===== src/rtl/sram_like_arbiter.sv =====
// sram_like_arbiter: shares one sram_like memory port between the instruction-fetch
// master and the MEM-stage data master. Address phases are granted by priority
// (data over inst), a grant stays locked until the slave accepts it, and the owner
// of every accepted transaction is queued so that in-order data_ok responses are
// returned to the master that issued them.
//
// Optional build macro: ARB_RR_EN
//   defined   -> round-robin between the masters when both request in IDLE
//   undefined -> fixed data-over-inst priority, no round-robin register
module sram_like_arbiter #(
    parameter int MAX_OUTST = 2,
    parameter int CNT_W     = 2
) (
    input  logic        clk,
    input  logic        resetn,

    input  logic        inst_req,
    input  logic        inst_wr,
    input  logic [1:0]  inst_size,
    input  logic [31:0] inst_addr,
    input  logic [31:0] inst_wdata,
    output logic        inst_addr_ok,
    output logic        inst_data_ok,
    output logic [31:0] inst_rdata,

    input  logic        data_req,
    input  logic        data_wr,
    input  logic [1:0]  data_size,
    input  logic [31:0] data_addr,
    input  logic [31:0] data_wdata,
    output logic        data_addr_ok,
    output logic        data_data_ok,
    output logic [31:0] data_rdata,

    output logic        mem_req,
    output logic        mem_wr,
    output logic [1:0]  mem_size,
    output logic [31:0] mem_addr,
    output logic [31:0] mem_wdata,
    input  logic        mem_addr_ok,
    input  logic        mem_data_ok,
    input  logic [31:0] mem_rdata
);

    typedef enum logic {
        ST_IDLE = 1'b0,
        ST_LOCK = 1'b1
    } state_t;

    typedef enum logic {
        OWN_INST = 1'b0,
        OWN_DATA = 1'b1
    } owner_t;

    // A single-entry queue still needs a one-bit pointer to index it.
    localparam int               PTR_W    = (MAX_OUTST > 1) ? $clog2(MAX_OUTST) : 1;
    localparam logic [PTR_W-1:0] LAST_PTR = PTR_W'(MAX_OUTST - 1);
    localparam logic [CNT_W-1:0] FULL_CNT = CNT_W'(MAX_OUTST);

    state_t           state;
    state_t           state_nxt;
    owner_t           lock_owner;
    owner_t           lock_owner_nxt;
    owner_t           idle_winner;
    owner_t           sel_owner;
    owner_t           head;

    owner_t           owner_fifo [MAX_OUTST];
    logic [PTR_W-1:0] wr_ptr;
    logic [PTR_W-1:0] rd_ptr;
    logic [CNT_W-1:0] count;

    logic             sel_req;
    logic             full;
    logic             req_ok;
    logic             push;
    logic             pop;

`ifdef ARB_RR_EN
    owner_t           rr_ptr;
`endif

    assign full = (count == FULL_CNT);
    assign head = owner_fifo[rd_ptr];

`ifdef ARB_RR_EN
    // Pick the IDLE winner: a lone requester wins, a tie goes to the rr pointer.
    always_comb begin
        idle_winner = OWN_INST;
        if (data_req && inst_req) begin
            idle_winner = rr_ptr;
        end else if (data_req) begin
            idle_winner = OWN_DATA;
        end else begin
            idle_winner = OWN_INST;
        end
    end
`else
    // Pick the IDLE winner: data always beats inst.
    always_comb begin
        idle_winner = OWN_INST;
        if (data_req) begin
            idle_winner = OWN_DATA;
        end
    end
`endif

    // The port belongs to the fresh winner in IDLE and to the locked owner in LOCK.
    always_comb begin
        sel_owner = idle_winner;
        if (state == ST_LOCK) begin
            sel_owner = lock_owner;
        end
    end

    // Steer the selected master onto the shared port; requests are held off while
    // the owner queue is full and while reset is asserted.
    always_comb begin
        sel_req   = inst_req;
        mem_wr    = inst_wr;
        mem_size  = inst_size;
        mem_addr  = inst_addr;
        mem_wdata = inst_wdata;
        if (sel_owner == OWN_DATA) begin
            sel_req   = data_req;
            mem_wr    = data_wr;
            mem_size  = data_size;
            mem_addr  = data_addr;
            mem_wdata = data_wdata;
        end
        req_ok = sel_req & ~full & resetn;
    end

    // Handshake decode: a push is an accepted address, a pop is a response that
    // has a queued owner to go to (stray responses on an empty queue are dropped).
    always_comb begin
        mem_req      = req_ok;
        push         = req_ok & mem_addr_ok;
        pop          = mem_data_ok & (count != '0) & resetn;
        inst_addr_ok = push & (sel_owner == OWN_INST);
        data_addr_ok = push & (sel_owner == OWN_DATA);
        inst_data_ok = pop & (head == OWN_INST);
        data_data_ok = pop & (head == OWN_DATA);
        inst_rdata   = mem_rdata;
        data_rdata   = mem_rdata;
    end

    // Next-state logic: an unaccepted request locks its owner until addr_ok,
    // and a locked owner that withdraws its request releases the port.
    always_comb begin
        state_nxt      = state;
        lock_owner_nxt = lock_owner;
        case (state)
            ST_IDLE: begin
                if (req_ok && !mem_addr_ok) begin
                    lock_owner_nxt = idle_winner;
                    state_nxt      = ST_LOCK;
                end
            end
            ST_LOCK: begin
                if (!sel_req) begin
                    state_nxt = ST_IDLE;
                end else if (push) begin
                    state_nxt = ST_IDLE;
                end
            end
            default: begin
                state_nxt = ST_IDLE;
            end
        endcase
    end

    // State register and lock owner.
    always_ff @(posedge clk) begin
        if (!resetn) begin
            state      <= ST_IDLE;
            lock_owner <= OWN_INST;
        end else begin
            state      <= state_nxt;
            lock_owner <= lock_owner_nxt;
        end
    end

    // Owner queue pointers and occupancy; a same-cycle push and pop cancel out.
    always_ff @(posedge clk) begin
        if (!resetn) begin
            wr_ptr <= '0;
            rd_ptr <= '0;
            count  <= '0;
        end else begin
            if (push) begin
                wr_ptr <= (wr_ptr == LAST_PTR) ? '0 : wr_ptr + 1'b1;
            end
            if (pop) begin
                rd_ptr <= (rd_ptr == LAST_PTR) ? '0 : rd_ptr + 1'b1;
            end
            case ({push, pop})
                2'b10:   count <= count + 1'b1;
                2'b01:   count <= count - 1'b1;
                default: count <= count;
            endcase
        end
    end

    // Owner queue storage; entries are only meaningful below the count, so no reset.
    always_ff @(posedge clk) begin
        if (push) begin
            owner_fifo[wr_ptr] <= sel_owner;
        end
    end

`ifdef ARB_RR_EN
    // After every accepted address the master that did not win gets the next tie.
    always_ff @(posedge clk) begin
        if (!resetn) begin
            rr_ptr <= OWN_DATA;
        end else if (push) begin
            rr_ptr <= (sel_owner == OWN_DATA) ? OWN_INST : OWN_DATA;
        end
    end
`endif

endmodule


===== config.mk =====
export PLATFORM = sky130hd
export DESIGN_NAME = sram_like_arbiter
export DESIGN_NICKNAME = d
export VERILOG_FILES = /design/src/rtl/sram_like_arbiter.sv
export SDC_FILE = /design/constraint.sdc
export NUM_CORES = 1
export LEC_CHECK = 0
export BUFFER_PORTS_ARGS = -buffer_cell sky130_fd_sc_hd__buf_2
export CORE_AREA = 2 2 119 121
export CTS_BUF_LIST = sky130_fd_sc_hd__clkbuf_8
export DETAILED_ROUTE_END_ITERATION = 8
export DIE_AREA = 0 0 121 123
export PLACE_DENSITY_LB_ADDON = 0.08
export SLEW_MARGIN = 20
export SYNTH_ARGS = -nofsm -noshare
export SYNTH_HDL_FRONTEND = slang
export SYNTH_SLANG_ARGS = --single-unit

===== constraint.sdc =====
create_clock -name clk -period 2 [get_ports clk]
set_clock_uncertainty 0.05 [all_clocks]
set_input_delay 0.1 -clock clk [delete_from_list [all_inputs] [get_ports clk]]
set_output_delay 0.1 -clock clk [all_outputs]
set_load 0.02 [all_outputs]

==> results.yml, run 1 <==
timing:
  maxSlewHeadroom: 0.778
  rsz0062_at_grt: "yes"
  final.setup.tns_ns: 0
  hold_viol: 0
  slew_viol_final: 0
  tightest_slew_ns: 0.332
  setup_viol: 0
  worst_slack_ns: 0.0683
  period_share: 0.966
  period_needed_ns: 1.93
  max_freq_mhz: 518
placement:
  dp_cells: 520
  io_buffers: 211
  hpwl_um: 5600
  place_congestion: 0.648
  dp_slack_ns: 0.0805
logic_synthesis:
  synth_edf_count: 2
  syn_inst: 189
  ys_seq_area_frac: 0.115
  synth.most_common_cell: "buf_4"
  synthesis.nets: 362
  synth_top_flop_cell: "dfxtp_1"
  async_reset_ff_frac: 0
  ys_seq_elements: 9
  synth_area_leader_cell: "mux2_2"
  ys_types: 30
  syn_area_mm2: 0.00174
  ys_warn_count: 0
  syn_area_per_cell_um2: 9.20
  ys_top_cells_by_area: "mux2_2, buf_4, dfxtp_1"
  synth_commonest_cells: "buf_4, mux2_2, mux2_1, dfxtp_1, nor2_1"
  netlist.area_leader.share: 0.382
setup_path:
  endpoint_kind: "output pin"
  reg2reg_from: "state"
  worstPathArrival_ns: 1.78
  ff2ff_path_depth: 6
  worst-path-max-fanout: 11
  required_ns: 1.85
  crit_type: "flip-flop to output pin"
  r2r_slack_ns: 0.10
  r2r-end: "count[1]"
  crit_path_start_kind: "flip-flop"
routing:
  via_per_inst: 3.65
  ant_nets: 0
  drtPass1Iterations: 3
  drc_errors: 0
  drt_iter0_drc: 17
  totalWireLength_um: 7380
  vias: 1938
  routedWlPerCell_um: 13.9
global_routing:
  antenna_found_initial: 0
  first_global_vias: 1702
  grtUsageTotal: 0.0744
  gr-total-overflow: 0
  grt_pass1_wl_um: 8670
  grt_max_degree: 25
floorplanning:
  die_x_um: 121
  io_pins: 308
  die-area_mm2: 0.0149
  fp.coreArea_mm2: 0.0136
  start_util: 0.128
  die_h_um: 123
  num_rows: 43
job:
  cap_violations: 0
layout:
  area_delta_synth_final_pct: 66.2
  n_antenna_cell: 0
  fin_cells: 531
  final_util: 0.212
  fin_nets: 525
  drive_above_1_share: 0.840
  nFillCells: 1558
power_and_ir_drop:
  power_mw: 1.26
  power_density_mw_per_mm2: 436
  ir_worst_vdd_mv: 0.150
  leakagePower_nw: 1.49
cts:
  cts_buffer_depth: 2
  cts_sinks: 9
  clk_latency_ns: 0.23
  htreeDepth: 1
  tritoncts: "done"
  hold_buffers: 0
  clk_pin_slew_ns: 0.05
  cts_buffers: 3
  clock-root-buffer: "clkbuf_8"
min_path:
  hold_path.class: "input pin to output pin"
  whs_endpoint: "data_rdata[20]"
  hold_depth: 0
  min_from: "mem_rdata[20]"
status:
  status: "completed"
==> worst max-delay path: stages (launching register included) <==
cell and delay, ns:
dfxtp_4 0.36, buf_6 0.10, mux2i_4 0.22, buf_12 0.19, clkbuf_16 0.18, mux2_2 0.33, buf_2 0.16
==> worst max-delay path by stage <==
stage	endpoint	start
2_1_floorplan	count[1]	state
3_3_place_gp	count[1]	state
3_5_place_dp	count[1]	state
4_1_cts	mem_wdata[12]	state
5_1_grt	count[1]	state
6_report	mem_addr[27]	state
==> final cells by class <==
type                       instances  area (um^2)  share of cell area
sequential                         9          204              0.0706
timing repair buffer             229         1380               0.477
multi-input combinational        103         1010               0.351
clock buffer                       3         41.3              0.0143
tap                              180          225              0.0780
clock inverter                     1         3.75             0.00130
inverter                           6         22.5             0.00780
==> where the power goes <==
part	internal, mW	switching (mW)	leakage, nW	total, mW
clock network	0.134	0.0728	0.0269	0.207
logic	0.434	0.406	1.39	0.840
registers	0.201	0.0109	0.0763	0.212
==> cell usage in the layout (no fill, tap or decap), drive strengths merged <==
cell,n
buf,225
mux2,67
inv,7
nor2,7
dfxtp,7
clkbuf,7
nand2,3
nor3,3
mux2i,3
o211ai,2
o2111ai,2
xor2,2
edfxtp,2
a21boi,1
or3b,1
nand2b,1
or2,1
nor2b,1
nor3b,1
a31oi,1
and3,1
o21a,1
xnor2,1
o21ai,1
or3,1
a21oi,1
ha,1
==> cells by family (layout without fill, tap and decap cells) <==
family                     count (synthesis)  count (layout)  synth area share
buffers and inverters                     77             239             0.315
muxes                                     70              70             0.454
and+or+nand+nor                           20              20            0.0576
AOI/OAI and AO/OA                          9               9            0.0367
DFF                                        9               9             0.115
xor gates and xnor gates                   3               3            0.0151
adders and majority gates                  1               1           0.00720
==> metrics by stage <==
step           area (um^2)  hold WS (ns)
2_1_floorplan         1740         0.167
3_3_place_gp          2600         0.150
3_5_place_dp          2600         0.150
4_1_cts               2710         0.150
5_1_grt               2890         0.150
6_report              2890         0.150
==> per-layer routing <==
layer | vias up | wire length (um) | GRT usage
met2 | 139 | 3670 | 0.139
met4 | 0 | 185 | 0.0298
li1 | 917 | - | -
met3 | 22 | 775 | 0.0208
met5 | - | 0 | 0
met1 | 860 | 2750 | 0.0789
==> timing repair <==
| item | 4_1_cts | 5_1_grt |
|---|---|---|
| cloned | 1 | 5 |
| resized for setup | 5 | 24 |
| setup buffers | 1 | 1 |
| endpoints found under the setup margin | 56 | 69 |
Power figures use the tool's default switching activity.
==> run 2: changes to the inputs <==
==> constraint.sdc (replaced) <==
create_clock -name clk -period 2.2 [get_ports clk]
set_clock_uncertainty 0.05 [all_clocks]
set_input_delay 0.11 -clock clk [delete_from_list [all_inputs] [get_ports clk]]
set_output_delay 0.11 -clock clk [all_outputs]
set_load 0.02 [all_outputs]
==> run 2 against run 1 <==
  * Final cell count shrank 2.4%
  * Sequential power shrank 8%
  * Flip-flop and latch count is the same
  * Critical path type unchanged
==> results.yml, run 2 (synthesized netlist as in run 1, its figures left out) <==
status:
  status: "completed"
cts:
  cts_buffers: 3
  clk_latency_ns: 0.23
  postCtsSetupBuffers: 0
  htreeDepth: 1
  tritoncts: "done"
  cts_sinks: 9
  cts_buffer_depth: 2
  clk_pin_slew_ns: 0.05
  clock-root-buffer: "clkbuf_8"
timing:
  slew_viol_final: 0
  rsz0062_at_grt: "no"
  tightest_slew_ns: 0.399
  maxSlewHeadroom: 0.733
  setup_viol: 0
  period_share: 0.930
  final.setup.tns_ns: 0
  max_freq_mhz: 489
  worst_slack_ns: 0.153
  period_needed_ns: 2.05
  hold_viol: 0
setup_path:
  slowest_stage: "dfxtp_1"
  cp_num_buf_inv: 2
  max_stage_delay_ns: 0.44
  crit_path_start_kind: "flip-flop"
  worstPathArrival_ns: 1.89
  crit_family: "multiplexers"
  crit_type: "flip-flop to output pin"
  path_cells: "mux2i_4 -> buf_4 -> mux2_2 -> buf_2"
  endpoint_kind: "output pin"
  required_ns: 2.04
  worst-path-max-fanout: 24
power_and_ir_drop:
  ir_worst_vdd_mv: 0.117
  leakagePower_nw: 1.35
  power_density_mw_per_mm2: 399
floorplanning:
  num_rows: 43
  die_x_um: 121
  die-area_mm2: 0.0149
  io_pins: 308
  fp.coreArea_mm2: 0.0136
  die_h_um: 123
  start_util: 0.128
global_routing:
  grt_pass1_wl_um: 8240
  grt_max_degree: 36
  antenna_found_initial: 0
  first_global_vias: 1637
  gr-total-overflow: 0
  grtUsageTotal: 0.0704
routing:
  drtPass1Iterations: 4
  drt_iter0_drc: 33
  vias: 1839
  via_per_inst: 3.55
  ant_nets: 0
  totalWireLength_um: 6340
  routedWlPerCell_um: 12.2
  drc_errors: 0
min_path:
  hold_path.class: "input pin to flip-flop"
placement:
  place_congestion: 0.638
  hpwl_um: 5500
  io_buffers: 211
  dp_cells: 514
  dp_slack_ns: 0.168
layout:
  fin_nets: 512
  final_common_cell: "buf_2"
  drive_above_1_share: 0.831
  final_util: 0.191
  fin_cells: 518
  n_antenna_cell: 0
  most-common-layout-cells: "buf_2, mux2_2, mux2_1"
  area_delta_synth_final_pct: 49.7
job:
  cap_violations: 0
## run 2: cell types whose count changed in the layout (fill, tap and decap cells not counted), sizes merged
| cell | before | now |
|---|---|---|
| buf | 225 | 216 |
| clkbuf | 7 | 3 |
## run 2: area by class of cell
cell class	count	area [um^2]
Inverter	6	22.5
Multi-Input combinational cell	103	1000
Fill cell	1547	11000
Clock inverter	1	3.75
Sequential cell	9	200
Clock buffer	3	41.3
Tap cell	180	225
Timing Repair Buffer	216	1110
## run 2: where the power goes
group,internal [mW],switching (mW),total [mW]
clock network,0.122,0.0694,0.191
logic,0.316,0.335,0.651
registers,0.183,0.0115,0.194
total,0.621,0.416,1.04
## run 2: worst paths after layout
check | startpoint | end | slack [ns] | cells past startpoint
setup / recovery | state | mem_addr[10] | 0.15 | 4
hold reg to reg | wr_ptr | wr_ptr | 0.40 | 2
setup reg to reg | state | count[1] | 0.16 | 6
hold / removal | resetn | lock_owner | 0.13 | 2
## run 2: stage by stage
step | hold slack, ns | total power [mW] | instance area (um^2)
2_1_floorplan | 0.177 | 0.761 | 1740
3_3_place_gp | 0.170 | 0.863 | 2550
3_5_place_dp | 0.170 | 0.857 | 2550
4_1_cts | 0.132 | 1.05 | 2600
5_1_grt | 0.137 | 1.11 | 2600
6_report | 0.133 | 1.04 | 2600
## run 2: timing repair
action | in CTS | in global routing
endpoints found under the setup margin | 0 | 1
resized for setup | 0 | 1
hold buffers | 0 | 0
## run 2: layer usage
layer,up-vias,global-route usage,wire length (um)
li1,886,-,-
met1,790,0.0705,2060
met2,141,0.129,3250
met3,22,0.0263,841
met4,0,0.0342,184
met5,-,0,0
